`src/rtl/serial_adder.sv`:
```
// Bit-serial unsigned adder: one operand bit per clock, LSB first, with a single
// carry flip-flop. The per-bit full adder is composed from two half-adder cells.

module ha (
  input  logic a,
  input  logic b,
  output logic sum,
  output logic carry
);
  assign sum   = a ^ b;
  assign carry = a & b;
endmodule

module serial_adder #(
  parameter int unsigned WIDTH = 8
) (
  input  logic             clk,
  input  logic             rst,
  input  logic             start,
  input  logic [WIDTH-1:0] a_in,
  input  logic [WIDTH-1:0] b_in,
  output logic             busy,
  output logic             done,
  output logic [WIDTH-1:0] sum_out,
  output logic             carry_out
);
  localparam int unsigned CW = (WIDTH > 1) ? $clog2(WIDTH) : 1;
  localparam logic [CW-1:0] LAST = CW'(WIDTH - 1);

  localparam logic [1:0] IDLE  = 2'd0;
  localparam logic [1:0] SHIFT = 2'd1;
  localparam logic [1:0] DONE  = 2'd2;

  logic [1:0]       state;
  logic [WIDTH-1:0] a_sh;
  logic [WIDTH-1:0] b_sh;
  logic [WIDTH-1:0] res;
  logic             c;
  logic [CW-1:0]    cnt;

  logic s0, c0, s, c1, c_next;

  ha u_ha0 (.a(a_sh[0]), .b(b_sh[0]), .sum(s0), .carry(c0));
  ha u_ha1 (.a(s0),      .b(c),       .sum(s),  .carry(c1));
  assign c_next = c0 | c1;

  always_ff @(posedge clk) begin
    if (rst) begin
      state     <= IDLE;
      busy      <= 1'b0;
      done      <= 1'b0;
      sum_out   <= '0;
      carry_out <= 1'b0;
      a_sh      <= '0;
      b_sh      <= '0;
      res       <= '0;
      c         <= 1'b0;
      cnt       <= '0;
    end else begin
      case (state)
        IDLE: begin
          done <= 1'b0;
          if (start) begin
            a_sh  <= a_in;
            b_sh  <= b_in;
            res   <= '0;
            c     <= 1'b0;
            cnt   <= '0;
            busy  <= 1'b1;
            state <= SHIFT;
          end
        end
        SHIFT: begin
          a_sh <= a_sh >> 1;
          b_sh <= b_sh >> 1;
          res  <= {s, res[WIDTH-1:1]};
          c    <= c_next;
          // Counter parks at zero on the last bit so it never exceeds WIDTH-1.
          if (cnt == LAST) begin
            cnt       <= '0;
            sum_out   <= {s, res[WIDTH-1:1]};
            carry_out <= c_next;
            busy      <= 1'b0;
            done      <= 1'b1;
            state     <= DONE;
          end else begin
            cnt <= cnt + CW'(1);
          end
        end
        DONE: begin
          done  <= 1'b0;
          state <= IDLE;
        end
        default: begin
          busy  <= 1'b0;
          done  <= 1'b0;
          state <= IDLE;
        end
      endcase
    end
  end
endmodule

```
`config.mk`:
```
export PLATFORM = sky130hd
export DESIGN_NAME = serial_adder
export DESIGN_NICKNAME = d
export VERILOG_FILES = /design/src/rtl/serial_adder.sv
export SDC_FILE = /design/constraint.sdc
export NUM_CORES = 1
export LEC_CHECK = 0
export CORE_MARGIN = 4
export CORE_UTILIZATION = 39
export DETAILED_ROUTE_END_ITERATION = 10
export PLACE_DENSITY_LB_ADDON = 0.3
export SLEW_MARGIN = 20
export SYNTH_ARGS = -nofsm -noshare
export SYNTH_HDL_FRONTEND = slang
export SYNTH_SLANG_ARGS = --single-unit
```
`constraint.sdc`:
```
create_clock -name clk -period 1.7 [get_ports clk]
set_input_delay 0.255 -clock clk [delete_from_list [all_inputs] [get_ports clk]]
set_output_delay 0.255 -clock clk [all_outputs]
set_load 0.01 [all_outputs]
```
# Word level (Yosys, flattened, before mapping)
# Cells that the tools add are included.
# totals
reg_bits	41
elab_cells	47
out_inout_bits	11
# classes
muxes	17
n_addsub	1
bitwise_logic	7
reduce_logical	7
eq_ne	5
# ops
cell	n
8-bit one-hot mux with 2 select lines	3
8-bit two-way mux	3
3-bit two-way mux	2
3-bit one-hot mux with 2 select lines	1
2-bit AND reduction	3
2-bit two-way mux	2
2-bit != test, second input constant	2
2-bit one-hot mux with 2 select lines	1
3-bit by 1-bit adder with 3-bit output, second input constant	1
3-bit == test, second input constant	1
1-bit two-way mux	3
1-bit one-hot mux with 3 select lines	1
3-bit AND reduction	1
1-bit bitwise AND	2
2-bit by 1-bit == test with 1-bit output, second input constant	1
2-bit == test, second input constant	1
2-bit logical NOT	1
1-bit inverter	2
1-bit one-hot mux with 2 select lines	1
2-bit nonzero test	1
2-bit OR reduction	1
1-bit XOR	2
1-bit OR	1

# Longest topological paths before layout
# Gate-level depths: netlist of run 1.
# logic_depth
depth_word	4
ltp_mapped	6
ltp_nobuf	5

# Cells and area by module
# A second synthesis of run 1 with hierarchy kept.
# hier_totals
cells_unflattened	162
hier_area_um2	1667.8
# by_module_without_submodules
module	seq_area_each_um2	instances	cells_each	area_each_um2
serial_adder	800.8	1	160	1642.8
ha	0.0	2	1	12.5

# Least setup slack after synthesis of run 1
# OpenSTA, ideal clock, no wires.
# synth_path
kind	register to register
startpoint	reg cnt[0]
endpoint	reg sum_out[7]
t_arrival_ns	1.134
path_buffers	1
period_less_slack_ns	1.266
stages_incl_launch_ff	7
slack_ns	0.434
cell_sequence	dfxtp_1 -> ha_1 -> ha_1 -> and3b_1 -> buf_2 -> nand2_1 -> a21oi_1
# synth_between
elab_chain_len	2
# synth_rtl
element	line_no	text
from (decl)	39	logic [CW-1:0] cnt;
from (signal assigned)	87	cnt <= cnt + CW'(1);
3-bit == test	79	if (cnt == LAST) begin
2-bit AND reduction (no source line)	-	
to (signal assigned)	81	sum_out <= {s, res[WIDTH-1:1]};
to (decl)	24	output logic [WIDTH-1:0] sum_out,
# No other way between the ends.
# A chain may end at the register's enable or synchronous reset.

# Worst setup path in the final report of run 1
# layout_path
startpoint	in start
endpoint	reg cnt[0]
# layout_between
elab_chain_len	2
# layout_rtl
element	line_no	text
from (decl)	19	input logic start,
2-bit != test (no source line)	-	
2-bit AND reduction (no source line)	-	
# No other way between the ends.

==> flow_summary.ini, run 1 <==
[grt]
grt_usage_pct = 12.12
grt_pass1_vias = 1208
overflow = 0
grt_use_met2_pct = 21.37
grtUsageMet3_pct = 5.000
grt_pass1_wl_um = 5106
grt_use_met1_pct = 12.81
antenna_found_initial = 0
top_usage_layer = met2
grt_max_degree = 29

[timing]
finalSetupViolCount = 0
period_share_pct = 85.76
fin_crit_ps = 1458
whs_ps = 455.1
slew-limit-headroom_pct = 48.81
fin_worst_skew_ps = 5.670
tightest_slew_ps = 766.2
setup_tns_ps = 0
grt_setup_unrepaired = false
fmax_mhz = 685.9
hold_viol_final = 0
slew_violations = 0

[finish]
area_growth_pct = 20.96
utilization_pct = 50.36
diodes = 0
final_nets = 221
drive_gt1_share_pct = 15.08

[logic_synthesis]
synth.most_common_cell = dfxtp_1
yosys.area_share.simple_pct = 14.87
avgSynthCellArea_um2 = 9.916
syn_area_um2 = 1725
ys_warn_count = 0
synth_nets = 196
synth-seq-cells = 40
postSynthCellCount = 174
synth_top_family_by_area = compound AO/OA/AOI/OAI gates
synth_area_leader_cell = dfxtp_1
ys_types = 25
synth_seq_area_share_pct = 46.41
synth_compound_area_share_pct = 20.52
async_flop_share_pct = 0
synthMuxAreaShare_pct = 8.702
synthAdderAreaFrac_pct = 2.611
synth-xor-area-share_pct = 0
yosys-top-cells-area = dfxtp_1 46%, a211oi_2 10%, mux2i_1 8.7%
synth_top_area_share_pct = 46.41
synth_enable_flop_cells = 0
synth_common_cells = 40 x dfxtp_1, 23 x nor2_1, 18 x nand2_1
synth_flop_cell = dfxtp_1

[detailed_routing]
vias_per_cell = 4.988
wl_per_cell_um = 12.42
wl_um = 3093
dr_total_vias = 1242
drcViolationCount = 0
dr.pass1.iters = 4
drt-initial-drc-count = 65
ant_nets = 0

[pwr]
cellPowerDensity_nw_per_um2 = 869.7
leakage_nw = 0.7559
p_int_mw = 1.378
max-vdd-ir-drop_uv = 441.8
combPwrFrac_pct = 12.8
p_sw_share_pct = 24.08
p_switching_uw = 437.0
pwr-share-seq_pct = 55.4
pwr-share-clk_pct = 31.8

[clock_tree]
cts_resized = 0
hold_buffers = 0
cts-htree-levels = 2
cts_made_buffers = 5
clkTransAtPathRegs_ps = 60
cts_tree = built
post_cts_buffers = 0
cts-root-buf = clkbuf_8
clock-sinks = 40
clockBufferDepth = 2
insertion_delay_ps = 280

[worst_setup_path]
start_kind = input port
critical_path.max_fanout = 11
required_ps = 1920
worstPathArrival_ps = 1680
cp-end-kind = flop
path_class = in2reg

[die]
initial_core_util_pct = 41.64
die_area_um2 = 5552
boundaryPins = 30
die_h_um = 74.52
die_w_um = 74.52
fp-row-count = 23
core_area_um2 = 4144

[worst_hold_path]
hold_path.class = reg2reg

[job]
drv_cap = 0

[run_status]
status = finished, final reports clean

[place]
dp_hpwl_um = 2189
io_buffers = 29
gp_congestion = 0.7331
## cells by family (layout without fill, tap and decap cells)
family | count (synthesis) | after routing
muxes | 15 | 15
buffers and inverters | 17 | 42
and+or+nand+nor | 57 | 57
adders and majority gates | 3 | 3
AOI/OAI and AO/OA | 42 | 42
DFF | 40 | 40
## power groups by stage
stage / clock network, mW / registers (mW) / logic (mW)
after floorplan: 0 / 1.02 / 0.178
final: 0.577 / 1.01 / 0.233
after global placement: 0 / 1.03 / 0.228
after detailed placement: 0 / 1.03 / 0.235
after CTS: 0.598 / 1.01 / 0.236
after global routing: 0.650 / 1.01 / 0.256
## worst paths after layout
path | cells past startpoint | end | start | slack [ps]
worst min register to register | 2 | sum_out[0]$_SDFFE_PP0P_ | res[1]$_SDFFE_PP0P_ | 460
worst min-delay path | 2 | sum_out[0]$_SDFFE_PP0P_ | res[1]$_SDFFE_PP0P_ | 460
worst max register to register | 5 | sum_out[6]$_SDFFE_PP0P_ | cnt[0]$_SDFFE_PP0P_ | 250
worst max-delay path | 4 | cnt[0]$_SDFFE_PP0P_ | start | 240
## placed cells by master (no fill, tap or decap)
master	Yosys	final
o21bai_1	1	1
o41ai_1	1	1
ha_1	2	2
nand2b_1	1	1
nor2b_1	2	2
buf_4	0	3
o21ai_0	3	3
dfxtp_1	40	40
a21oi_1	11	11
nor2_2	6	6
clkdlybuf4s50_1	0	29
o21ba_1	1	1
clkbuf_1	3	1
nor2_1	23	23
buf_12	1	1
inv_1	2	2
nor3_1	3	3
nand2_1	18	18
fa_1	1	1
clkbuf_8	0	5
a211oi_2	14	14
clkinv_2	0	1
mux2i_1	15	15
a22oi_1	11	11
and3b_1	1	1
nand3b_1	3	3
## per-layer routing
| layer | share of wire, % | wire (um) | vias up |
|---|---|---|---|
| li1 | - | - | 651 |
| met2 | 51 | 1585 | 19 |
| met4 | 1.6 | 51 | 0 |
| met5 | 0 | 0 | - |
| met1 | 42 | 1287 | 567 |
| met3 | 5.5 | 169 | 5 |
## through the flow
stage               cell area [um^2]  power [mW]  setup slack (ps)  std cells
floorplan                       1725       1.199             434.1        174
global placement                2009       1.254             43.84        242
detailed placement              2009       1.262            -50.71        242
CTS                             2087       1.840             223.0        249
global route                    2087       1.917             67.58        249
finish                          2087       1.815             242.0        249
## worst max-delay path, stage by stage
cell	delay, ps
clkdlybuf4s50_1	480
o21bai_1	640
a22oi_1	200
nor2_1	110
## flip-flops by register name (all words and copies together), names as in the netlist
signal,flops
sum_out,8
c,1
res,7
b_sh,8
cnt,3
state,2
busy,1
done,1
carry_out,1
a_sh,8
## cell type report
class	count	area [um^2]
clock inverters	1	5.005
inverters	2	7.507
repair buffers	33	332.8
fillers	399	2057
well taps	50	62.56
multi-input cells	117	805.8
flip-flops and latches	40	800.8
clock buffers	6	72.57
Power figures use the tool's default switching activity.
==> run 2, diff against run 1 <==
Settings changed: DONT_BUFFER_PORTS from default to 1, SETUP_SLACK_MARGIN from default to 0.3.
Clock period 1.7 ns to 1.3 ns, I/O delays scaled along.
==> run 2 against run 1 <==
Net effect:
- the flow now finishes with violations (negative hold slack)
- via count rose by 4.3%
- first-iteration DRC count grew 15%
- final area up 13%
- total power grew 55%
- combinational power increased by 72%
- critical path depth grew 2
- utilization increased by 6.5 points
- register-to-register slack worse by 170 ps
- critical endpoint is now res[7]$_SDFFE_PP0P_
- highest routed layer unchanged
==> flow_summary.ini, run 2 (synthesized netlist as in run 1, its figures left out) <==
[run_status]
status = finished with violations
violations = negative hold slack

[timing]
fin_crit_ps = 1219
finalSetupViolCount = 0
fmax_mhz = 820.5
grt_setup_unrepaired = true
slew_violations = 0
fin_worst_skew_ps = 13.11
period_share_pct = 93.75
hold_viol_final = 39
slew-limit-headroom_pct = 70.78
tightest_slew_ps = 437.1
whs_ps = -35.96

[pwr]
cellPowerDensity_nw_per_um2 = 1196
leakage_nw = 0.8328
p_int_mw = 2.133
p_switching_uw = 682.3
p_sw_share_pct = 24.23
max-vdd-ir-drop_uv = 649.4
pwr-share-clk_pct = 38.4
pwr-share-seq_pct = 47.4
combPwrFrac_pct = 14.2

[place]
dp_hpwl_um = 2140
io_buffers = 0
dp_cells = 214
gp_congestion = 0.7078

[finish]
fillers = 346
diodes = 0
multi_input_area_um2 = 1036
final_common_cell = dfxtp_1
final_cell_mix = 33 x dfxtp_1, 18 x nand2_1, 15 x nor2_1
reg_top3 = a_sh: 8 flops, b_sh: 8 flops, sum_out: 8 flops
area_growth_pct = 36.48
drive_gt1_share_pct = 48.95
fin_cells = 240
final_nets = 211
utilization_pct = 56.82
seq_area_um2 = 814.5

[die]
die_w_um = 74.52
core_area_um2 = 4144
fp-row-count = 23
die_h_um = 74.52
boundaryPins = 30
initial_core_util_pct = 41.64
die_area_um2 = 5552

[worst_setup_path]
start_kind = flop
required_ps = 1530
path_class = reg2reg
worstPathArrival_ps = 1450
critical_path.max_fanout = 5
cp-end-kind = flop

[job]
drv_cap = 0

[detailed_routing]
vias_per_cell = 5.400
dr_total_vias = 1296
ant_nets = 0
drcViolationCount = 0
wl_per_cell_um = 16.83
dr.pass1.iters = 4
wl_um = 4040
drt-initial-drc-count = 75

[clock_tree]
cts-root-buf = clkbuf_8
clkTransAtPathRegs_ps = 80
clock-sinks = 40
cts_made_buffers = 5
cts_tree = built
clockBufferDepth = 2
cts-htree-levels = 2
insertion_delay_ps = 300

[grt]
antenna_found_initial = 0
grt_pass1_vias = 1300
grt_max_degree = 42
grt_pass1_wl_um = 6044
grt_usage_pct = 14.48
overflow = 0

[worst_hold_path]
hold_path.class = in2reg
## run 2: cell types whose count changed in the layout (fill, tap and decap cells not counted), moves of 4 or more
cell / delta
nor2_4: +9
buf_4: +4
clkdlybuf4s50_1: -29
dfxtp_2: +5
buf_6: +8
a22oi_1: -11
a22oi_2: +11
nor2_1: -8
dfxtp_1: -7
## run 2: path summary, 6_finish.rpt
kind | cells past startpoint | slack [ps] | to | start
worst max register to register | 6 | 80 | res[7]$_SDFFE_PP0P_ | state[0]$_SDFFE_PP0P_
worst min-delay path | 1 | -40 | a_sh[0]$_SDFFE_PP0P_ | rst
worst max-delay path | 6 | 80 | res[7]$_SDFFE_PP0P_ | state[0]$_SDFFE_PP0P_
worst min register to register | 2 | 450 | sum_out[0]$_SDFFE_PP0P_ | res[1]$_SDFFE_PP0P_
## run 2: cell type report
class / count / share of cell area, %
repair buffers: 22 / 13.18
inverters: 2 / 0.4251
well taps: 50 / 2.657
multi-input cells: 118 / 44.00
flip-flops and latches: 40 / 34.59
clock inverters: 2 / 1.647
clock buffers: 6 / 3.507
## run 2: power by group through the flow
stage	combinational, mW	clock (mW)	sequential, mW
finish	0.400	1.08	1.33
global route	0.428	1.14	1.34
CTS	0.322	1.09	1.33
detailed placement	0.235	0	1.36
global placement	0.227	0	1.35
floorplan	0.249	0	1.34
## run 2: per-stage QoR
stage / instance area (um^2) / hold WS [ps] / TNS, ps / setup slack [ps] / power, mW
2_1_floorplan: 1813 / 354.8 / 0 / 137.6 / 1.594
3_3_place_gp: 1788 / 260.5 / -341.8 / -46.64 / 1.579
3_5_place_dp: 1788 / 262.8 / -747.6 / -81.72 / 1.591
4_1_cts: 2167 / -52.60 / 0 / 131.4 / 2.737
5_1_grt: 2355 / -63.02 / 0 / 24.68 / 2.911
6_report: 2355 / -35.96 / 0 / 81.23 / 2.816
## run 2: layer usage
layer | wire length, um | part of all wire (%) | GRT usage, %
met1 | 1610 | 40 | 16.02
met5 | 0 | 0 | 0
met3 | 236 | 5.8 | 5.811
met4 | 31 | 0.77 | 4.743
met2 | 2161 | 53 | 25.27
## run 2: critical path, cell delays in order (launching register included)
cell and delay (ps):
dfxtp_4 380, buf_6 110, buf_6 90, nor2b_4 200
clkbuf_16 170, a22oi_2 60, nor2_1 140
## run 2: what timing repair did
item	4_1_cts	5_1_grt
pin swaps	15	24
hold endpoints to repair	39	39
setup endpoints to repair	38	40
resized for setup	32	32
gates cloned	4	1
setup buffers	10	3
==> run 3, diff against run 2 <==
Settings changed: SKIP_CTS_REPAIR_TIMING from default to 1.
Clock period 1.3 ns to 1.4 ns, I/O delays scaled along.
==> run 3 against run 2 <==
Net effect:
- the flow still finishes with violations (negative hold slack)
- combinational power fell by 33%
- utilization fell by 6.6 points
- global-route usage is 2.4 points lower
- cell count decreased by 3.8%
- non-clock buffer count fell by 9
- sequential share of layout area rose by 4.5 points
==> flow_summary.ini, run 3 (synthesized netlist as in run 1, its figures left out) <==
[pwr]
p_int_mw = 1.862
leakage_nw = 0.7485
p_sw_share_pct = 24.26
p_switching_uw = 596.4
combPwrFrac_pct = 10.9
pwr-share-clk_pct = 39.0
cellPowerDensity_nw_per_um2 = 1180
pwr-share-seq_pct = 50.1
max-vdd-ir-drop_uv = 395.9

[timing]
fmax_mhz = 804.1
layout_setup_ws_ps = 156.4
fin_crit_ps = 1244
grt_setup_unrepaired = true
period_share_pct = 88.83
hold_viol_final = 31
slew-limit-headroom_pct = 66.97
setup_tns_ps = 0
slew_violations = 0
finalSetupViolCount = 0
tightest_slew_ps = 495.2
fin_worst_skew_ps = 11.56
whs_ps = -21.78

[worst_setup_path]
cp-end-kind = flop
worstPathArrival_ps = 1480
path_class = reg2reg
worstReg2RegEnd = sum_out[0]$_SDFFE_PP0P_
critical_path.max_fanout = 7
required_ps = 1640
reg2reg_slack_ps = 160
rr_worst_depth = 5
start_kind = flop
startpoint = cnt[1]$_SDFFE_PP0P_
worst_r2r_startpoint = cnt[1]$_SDFFE_PP0P_

[detailed_routing]
drcViolationCount = 0
ant_nets = 0
wl_um = 3614
wl_per_cell_um = 15.65
drt-initial-drc-count = 62
vias_per_cell = 5.264
dr.pass1.iters = 4
dr_total_vias = 1216

[worst_hold_path]
hold_start = rst
worstHoldEndpoint = a_sh[7]$_SDFFE_PP0P_
hold_path.class = in2reg
hold_path_depth = 1

[place]
dp_cells = 214
io_buffers = 0
dp_hpwl_um = 2094
postPlaceCellArea_um2 = 1755
gp_congestion = 0.7673
pre_cts_ws_ps = -40.04

[clock_tree]
cts-htree-levels = 2
cts_made_buffers = 5
insertion_delay_ps = 300
cts_tree = built
clkTransAtPathRegs_ps = 80
clock-sinks = 40
cts-root-buf = clkbuf_8
clockBufferDepth = 2

[grt]
grt_pass1_wl_um = 5050
grt_max_degree = 42
grt_pass1_vias = 1112
grt_usage_pct = 12.13
overflow = 0
antenna_found_initial = 0

[finish]
reg_top3 = a_sh: 8 flops, b_sh: 8 flops, sum_out: 8 flops
final_common_cell = dfxtp_1
final_nets = 202
drive_gt1_share_pct = 34.81
area_growth_pct = 20.74
fin_area_um2 = 2083
diodes = 0
final_cell_mix = 35 x dfxtp_1, 19 x nor2_1, 16 x nand2_1
fin_cells = 231

[die]
boundaryPins = 30
initial_core_util_pct = 41.64
fp-row-count = 23
die_area_um2 = 5552
die_h_um = 74.52
die_w_um = 74.52
core_area_um2 = 4144

[run_status]
violations = negative hold slack
status = finished with violations

[job]
drv_cap = 0
==> run 3: critical path, stage by stage (launching register included) <==
cell and delay [ps]:
dfxtp_2 360, ha_4 150, ha_4 170, and3b_2 290, nand2_1 90, a21oi_2 130
==> run 3: power groups by stage <==
stage / combinational (mW) / clock, mW / sequential, mW
after detailed placement: 0.208 / 0 / 1.25
after floorplan: 0.216 / 0 / 1.24
after global placement: 0.199 / 0 / 1.25
after global routing: 0.292 / 1.03 / 1.24
final: 0.267 / 0.959 / 1.23
after CTS: 0.208 / 0.991 / 1.23
==> run 3: cell type report <==
cell class / count / area [um^2]
inverter: 2 / 7.507
tap: 50 / 62.56
clock inverter: 3 / 47.55
clock buffer: 5 / 68.82
sequential: 40 / 814.5
timing repair buffer: 13 / 153.9
multi-input combinational: 118 / 928.4
fill: 379 / 2061
==> run 3: how the worst max path moves through the flow <==
stage,endpoint,slack (ps),cells past startpoint
after floorplan,sum_out[7]$_SDFFE_PP0P_,240,6
after global placement,res[5]$_SDFFE_PP0P_,30,3
after detailed placement,res[7]$_SDFFE_PP0P_,-40,3
after CTS,cnt[1]$_SDFFE_PP0P_,-70,3
after global routing,sum_out[0]$_SDFFE_PP0P_,120,5
final,sum_out[0]$_SDFFE_PP0P_,160,5
==> run 3: per-layer routing <==
metal	GRT usage, %	part of all wire [%]	up-vias	routed length [um]
met3	3.784	5.8	10	209
met4	7.708	2.7	0	96
met2	19.22	51	21	1854
met1	14.16	40	573	1454
met5	0	0	-	0
li1	-	-	612	-
==> run 3: metrics by stage <==
stage / power [mW] / utilization, %
detailed placement: 1.461 / 42.36
finish: 2.459 / 50.27
CTS: 2.425 / 45.17
global placement: 1.449 / 42.36
floorplan: 1.459 / -
global route: 2.562 / 50.27
